==> src/rtl/blink_led_core.sv <==
// -----------------------------------------------------------------------------
// blink_led_core
//
// Free-running LED pattern generator for board-level diagnostics. The system
// clock is divided down to a human-visible period, and one LED is driven with
// one of four patterns: off, on, blink (duty-cycled) or heartbeat (two short
// pulses per period). A one-cycle tick is emitted once per period for other
// status logic.
//
// Parameters:
//   CLOCK_FREQ_HZ - input clock frequency in Hz
//   BLINK_HZ      - pattern repetition rate in Hz
//   DUTY_PCT      - on-time percentage in blink mode (0..100)
//
// Ports:
//   clk_i    in   1  sole clock, rising-edge
//   rst_i    in   1  asynchronous active-high reset
//   enable_i in   1  period counter advances while high
//   mode_i   in   2  0 = off, 1 = on, 2 = blink, 3 = heartbeat
//   led_o    out  1  registered LED drive
//   tick_o   out  1  registered one-cycle pulse, once per period
//
// Build option:
//   BLINK_LED_ACTIVE_LOW_EN - when defined, led_o carries the inverted pattern
//   and resets to 1 (LED wired to the supply). tick_o is unaffected.
// -----------------------------------------------------------------------------
module blink_led_core #(
    parameter int unsigned CLOCK_FREQ_HZ = 32'd50_000_000,
    parameter int unsigned BLINK_HZ      = 32'd1,
    parameter int unsigned DUTY_PCT      = 32'd50
) (
    input  logic       clk_i,
    input  logic       rst_i,
    input  logic       enable_i,
    input  logic [1:0] mode_i,
    output logic       led_o,
    output logic       tick_o
);

    localparam int unsigned PERIOD = CLOCK_FREQ_HZ / BLINK_HZ;
    // Width floor of 1 keeps the declarations legal while the period check
    // below reports the real problem.
    localparam int unsigned CNT_W  = (PERIOD < 32'd2) ? 32'd1 : $clog2(PERIOD);

    // Thresholds are kept 64 bits wide: ON_CYCLES may equal PERIOD, which does
    // not fit in the counter width.
    localparam logic [63:0] ON_CYCLES = (64'(PERIOD) * 64'(DUTY_PCT)) / 64'd100;
    localparam logic [63:0] HB        = 64'(PERIOD / 32'd8);
    localparam logic [63:0] HB_X2     = HB * 64'd2;
    localparam logic [63:0] HB_X3     = HB * 64'd3;

    localparam logic [CNT_W-1:0] CNT_LAST = CNT_W'(PERIOD - 32'd1);

`ifdef BLINK_LED_ACTIVE_LOW_EN
    localparam logic LED_INV = 1'b1;
`else
    localparam logic LED_INV = 1'b0;
`endif

    generate
        if (PERIOD < 32'd2) begin : g_bad_period
            $error("blink_led_core: CLOCK_FREQ_HZ / BLINK_HZ must be at least 2");
        end
        if (DUTY_PCT > 32'd100) begin : g_bad_duty
            $error("blink_led_core: DUTY_PCT must be in 0..100");
        end
    endgenerate

    // Pattern value for a given mode at a given phase of the period.
    function automatic logic pattern_f(input logic [1:0] mode, input logic [63:0] cnt);
        logic result;
        case (mode)
            2'd0:    result = 1'b0;
            2'd1:    result = 1'b1;
            2'd2:    result = (cnt < ON_CYCLES);
            2'd3:    result = (cnt < HB) || ((cnt >= HB_X2) && (cnt < HB_X3));
            default: result = 1'b0;
        endcase
        return result;
    endfunction

    logic [CNT_W-1:0] cnt_q;
    logic [CNT_W-1:0] cnt_d;
    logic             led_q;
    logic             led_d;
    logic             tick_q;
    logic             tick_d;
    logic             at_last_s;

    // Next-state logic: period counter, LED pattern and period tick.
    always_comb begin
        cnt_d     = cnt_q;
        at_last_s = (cnt_q == CNT_LAST);
        if (enable_i) begin
            if (at_last_s) begin
                cnt_d = {CNT_W{1'b0}};
            end else begin
                cnt_d = cnt_q + CNT_W'(1);
            end
        end else begin
            cnt_d = cnt_q;
        end
        // The LED is refreshed even while paused so mode changes still land.
        led_d  = pattern_f(mode_i, 64'(cnt_q)) ^ LED_INV;
        tick_d = enable_i & at_last_s;
    end

    // State registers with asynchronous reset.
    always_ff @(posedge clk_i or posedge rst_i) begin
        if (rst_i) begin
            cnt_q  <= {CNT_W{1'b0}};
            led_q  <= LED_INV;
            tick_q <= 1'b0;
        end else begin
            cnt_q  <= cnt_d;
            led_q  <= led_d;
            tick_q <= tick_d;
        end
    end

    assign led_o  = led_q;
    assign tick_o = tick_q;

endmodule

==> config.mk <==
export PLATFORM = sky130hd
export DESIGN_NAME = blink_led_core
export DESIGN_NICKNAME = d
export VERILOG_FILES = /design/src/rtl/blink_led_core.sv
export SDC_FILE = /design/constraint.sdc
export NUM_CORES = 1
export LEC_CHECK = 0
export CAP_MARGIN = 20
export CORE_UTILIZATION = 52
export DETAILED_ROUTE_END_ITERATION = 12
export PLACE_DENSITY = 0.7
export RECOVER_POWER = 100
export SLEW_MARGIN = 20
export SYNTH_ARGS = -nofsm -noshare
export SYNTH_HDL_FRONTEND = slang
export SYNTH_SLANG_ARGS = --single-unit
==> constraint.sdc <==
create_clock -name clk_i -period 5.76 [get_ports clk_i]
set_input_delay 1.152 -clock clk_i [delete_from_list [all_inputs] [get_ports clk_i]]
set_output_delay 1.152 -clock clk_i [all_outputs]
set_load 0.02 [all_outputs]
# [After elaboration in Yosys (flattened, before gate mapping)]
# Index checks and enable logic that the tools add are counted.
[word_totals] regBits=28 rom_bits=0 output_inout_bits=2 wordCells=18 n_memories=0 latch_bits=0 mem_bits_rw=0 in_bits=5
[op_classes] div=0 n_mux=2 bitwise=1 add_sub_neg=1 reduce_logical=3 n_eq_ne=4 n_mul=0 shift=0 n_lt_le_gt_ge=4
[op_table] op="$lt A26 B25 Y1 const B" count=2
[op_table] op="$add A26 B1 Y26 const B" count=1
[op_table] op="$eq A26 B26 Y1 const B" count=1
[op_table] op="$ge A26 B24 Y1 const B" count=1
[op_table] op="$lt A26 B23 Y1 const B" count=1
[op_table] op="$mux W26" count=1
[op_table] op="$eq A2 B2 Y1 const B" count=2
[op_table] op="$pmux W1 S4" count=1
[op_table] op="$eq A2 B1 Y1 const B" count=1
[op_table] op="$logic_not A2 Y1" count=1
[op_table] op="$and A1 B1 Y1" count=1
[op_table] op="$logic_and A1 B1 Y1" count=1
[op_table] op="$logic_or A1 B1 Y1" count=1

# [Logic depth before layout (Yosys ltp)]
[depth] depth_word=4 ltp_mapped=7 ltp_nobuf=7

# [Least setup slack after synthesis]
# Ideal clock, no wire load.
[synth_path] path_type="input-to-reg" startpoint="input enable_i" endpoint="register cnt_q[22]" n_path_buf=0 setup_ns=0.119 arrival_time_ns=2.527 required_time_ns=5.641 slack_ns=3.114 path_stages=6 path_cell_list="nand2_1 -> or4_1 -> nor4b_2 -> nand3_1 -> xor2_1 -> nor2_2"
[synth_rtl] item="start: declaration" line_no="34" rtl="input logic enable_i,"
[synth_rtl] item="end signal: assignment" line_no="111" rtl="cnt_q <= {CNT_W{1'b0}};"
[synth_rtl] item="end signal: assignment" line_no="115" rtl="cnt_q <= cnt_d;"
[synth_rtl] item="end: declaration" line_no="82" rtl="logic [CNT_W-1:0] cnt_q;"

==> key figures <==
Timing
  • Relative slew slack: 22.8%
  • Slew of the pin with the lowest slew margin: 1.15 ns
  • WHS: 0.557 ns
  • Final Setup Violations: 0
  • Crit share post-route: 60.8%
  • Setup_tns: 0 ns
  • RSZ-0062 raised after global routing: no
  • Final Slew Violations: 0
  • Final Worst Setup Slack: 2.26 ns
  • Min cycle time layout: roughly 3.5 ns
  • Worst Skew: about 0.0076 ns
  • Max Freq: 0.286 GHz
  • Fin. Hold Viols: 0

Routing
  • DR vias: roughly 1,300
  • Final antenna-violating net count: 0
  • DRT iter0 DRCs: 111
  • Drt drc: 0
  • Router iterations before antenna repair: 4
  • DR WL/cell: 15.4 µm
  • Detailed Route WL: roughly 3500 µm
  • DR vias/cell: 5.90

Synthesis
  • Post-synthesis sequential area ratio: 41.9%
  • Post-synthesis net count: 188
  • Synth area leaders: dfrtp_1 (42%), xor2_1 (5.2%), xnor2_1 (4.2%)
  • Warnings from Yosys: 0
  • Gate Count Post-Synth: roughly 180
  • Ys async rst share: 100%
  • Top FF cell, synth: dfrtp_1
  • Avg Cell Area, Syn: 9.20 µm²
  • Distinct cell type count after synthesis: 40
  • Area share of the largest cell type after synthesis: 41.9%
  • EDFF count, synth: 0
  • Seq cells post-synth: 28
  • Synth top cells by count: dfrtp_1 (28), nor2_1 (17), nand2_1 (13)
  • Area leader, netlist: dfrtp_1
  • Synthesized area: 0.00167 mm²
  • Most common cell in the netlist: dfrtp_1

Place
  • Pre-CTS setup slack: 2.21 ns
  • Gpl congestion: 0.870
  • Port Buf Inserts: 6
  • Final HPWL from detailed placement: approximately 2400 µm
  • Dpl cells: 222
  • Placed Area: approximately 0.0017 mm²

Critical path
  • Worst r2r path cells: 5
  • Crit end category: flop
  • Crit path kind: primary input to flop
  • Worst EP arrival: 3.70 ns
  • Reg2reg setup slack: approximately 2.6 ns
  • Critical Path RT: roughly 6 ns
  • Critical Path Fanout Max: 7
  • Critical Path Source Type: primary input
  • R2r endpoint: cnt_q[25]
  • Crit Reg-Reg Startpoint: cnt_q[9]

Power
  • IR drop worst, VDD: 130 µV
  • Pwr Density: roughly 230 mW/mm²
  • Reported leakage power: ~0.7 nW

Global route
  • Maximum number of pins on one net before global-route repair: 29
  • Initial antenna violation count: 0
  • GR Util met3: about 2.2%
  • GRT busiest layer: met1
  • Grt total ovfl: 0
  • First-pass GRT wire length: 5860 µm
  • M2 GR Usage: 32.0%
  • Vias in the first global route: 1,277
  • GR met1 Demand/Resource: 34.6%
  • Overall Global Routing Usage: 22.3%

Floorplan
  • Total die area: 0.00345 mm²
  • Starting Density: 54.8%
  • Core Area: 0.00305 mm²
  • I/O pins: 7
  • Die Ht: approximately 60 µm
  • Die span in x: 58.7 µm
  • # rows: 20

Layout
  • Diode count: 0
  • Share of layout cells above drive strength 1: 7.14%
  • Synthesis-to-finish area growth: 3.14%
  • Fin nets: 189
  • Design area: 0.00173 mm²
  • Finished Layout Cells: 226

Worst hold path
  • Tightest Hold Check Type: flop to flop
  • WHS Endpoint: cnt_q[0]
  • Hold path startpoint: cnt_q[0]
  • Min-Delay Path Depth: 1

Clock network
  • Post-CTS Setup Bufs: 0
  • PostCTS Resize Cnt: 0
  • Clk_lat worst skew: 0.34 ns
  • Clk sinks: 28
  • H-tree depth reported by CTS: 1
  • Cts hold-fix bufs: 0
  • CTS tree: done
  • Number of CTS-inserted buffers: 3
  • Clk root buf: clkbuf_4
  • Longest Clk Path Bufs: 2
  • Clk pin slew, worst setup/hold paths: 0.15 ns

Job
  • Max Cap Viol: 0

Outcome
  • Outcome: finished, final reports clean
[registers in the layout, summed over array words and instances, names as in the netlist]
| register | flops |
|---|---|
| cnt_q | 26 |
| tick_o | 1 |
| led_o | 1 |
[critical path, cell delays in order]
cell           delay, ns
dlygate4sd3_1       0.66
nand2_1             0.10
or4_1               0.62
nor4b_1             0.75
nand3_1             0.18
xor2_1              0.20
nor2_2              0.04
[area by class of cell]
type,instances,area [µm²]
sequential,28,701
multi-input combinational,136,845
fill,280,1330
inverter,8,30.0
timing repair buffer,6,60.1
tap,44,55.1
clock buffer,4,36.3
[per-stage QoR]
stage | total power [mW] | utilization, %
after CTS | 0.402 | 58.0
after global routing | 0.415 | 56.6
after floorplan | 0.285 | -
final | 0.394 | 56.6
after detailed placement | 0.305 | 56.8
after global placement | 0.302 | 56.8
[layout by cell type, fill, tap and decap left out, drive strengths merged, types with 7 or more instances in the layout]
| cell | synthesis | final |
|---|---|---|
| nor2 | 27 | 27 |
| xnor2 | 8 | 8 |
| nand3 | 10 | 10 |
| nand2 | 13 | 13 |
| o21ai | 7 | 7 |
| dfrtp | 28 | 28 |
| xor2 | 10 | 10 |
| inv | 8 | 8 |
| nand4 | 9 | 9 |
| a21oi | 7 | 7 |
[metal layers]
metal  part of all wire, %  vias to the layer above
li1                      -                      656
met1                    51                      614
met2                    42                       57
met3                   5.4                        6
met4                   1.6                        0
met5                     0                        -
[cells by family after synthesis]
group / after synthesis / synth area share [%]
adder cells (fa/ha/maj): 1 / 0.747
AND/OR/NAND/NOR: 89 / 30.7
XOR/XNOR: 18 / 9.42
flip-flops: 28 / 41.9
multiplexers: 2 / 1.20
buffers and inverters: 18 / 5.16
AO/OA/AOI/OAI: 26 / 10.9
[where the power goes]
part           switching (mW)  internal (mW)
logic                  0.0306         0.0251
registers              0.0271          0.213
clock network          0.0594         0.0388
[worst max path at each step]
stage / from / cells past startpoint / to
finish: enable_i / 7 / cnt_q[20]
global route: enable_i / 7 / cnt_q[22]
floorplan: enable_i / 6 / cnt_q[22]
detailed placement: enable_i / 6 / cnt_q[25]
CTS: enable_i / 6 / cnt_q[25]
global placement: enable_i / 7 / cnt_q[20]
(Power assumes the default switching activity.)
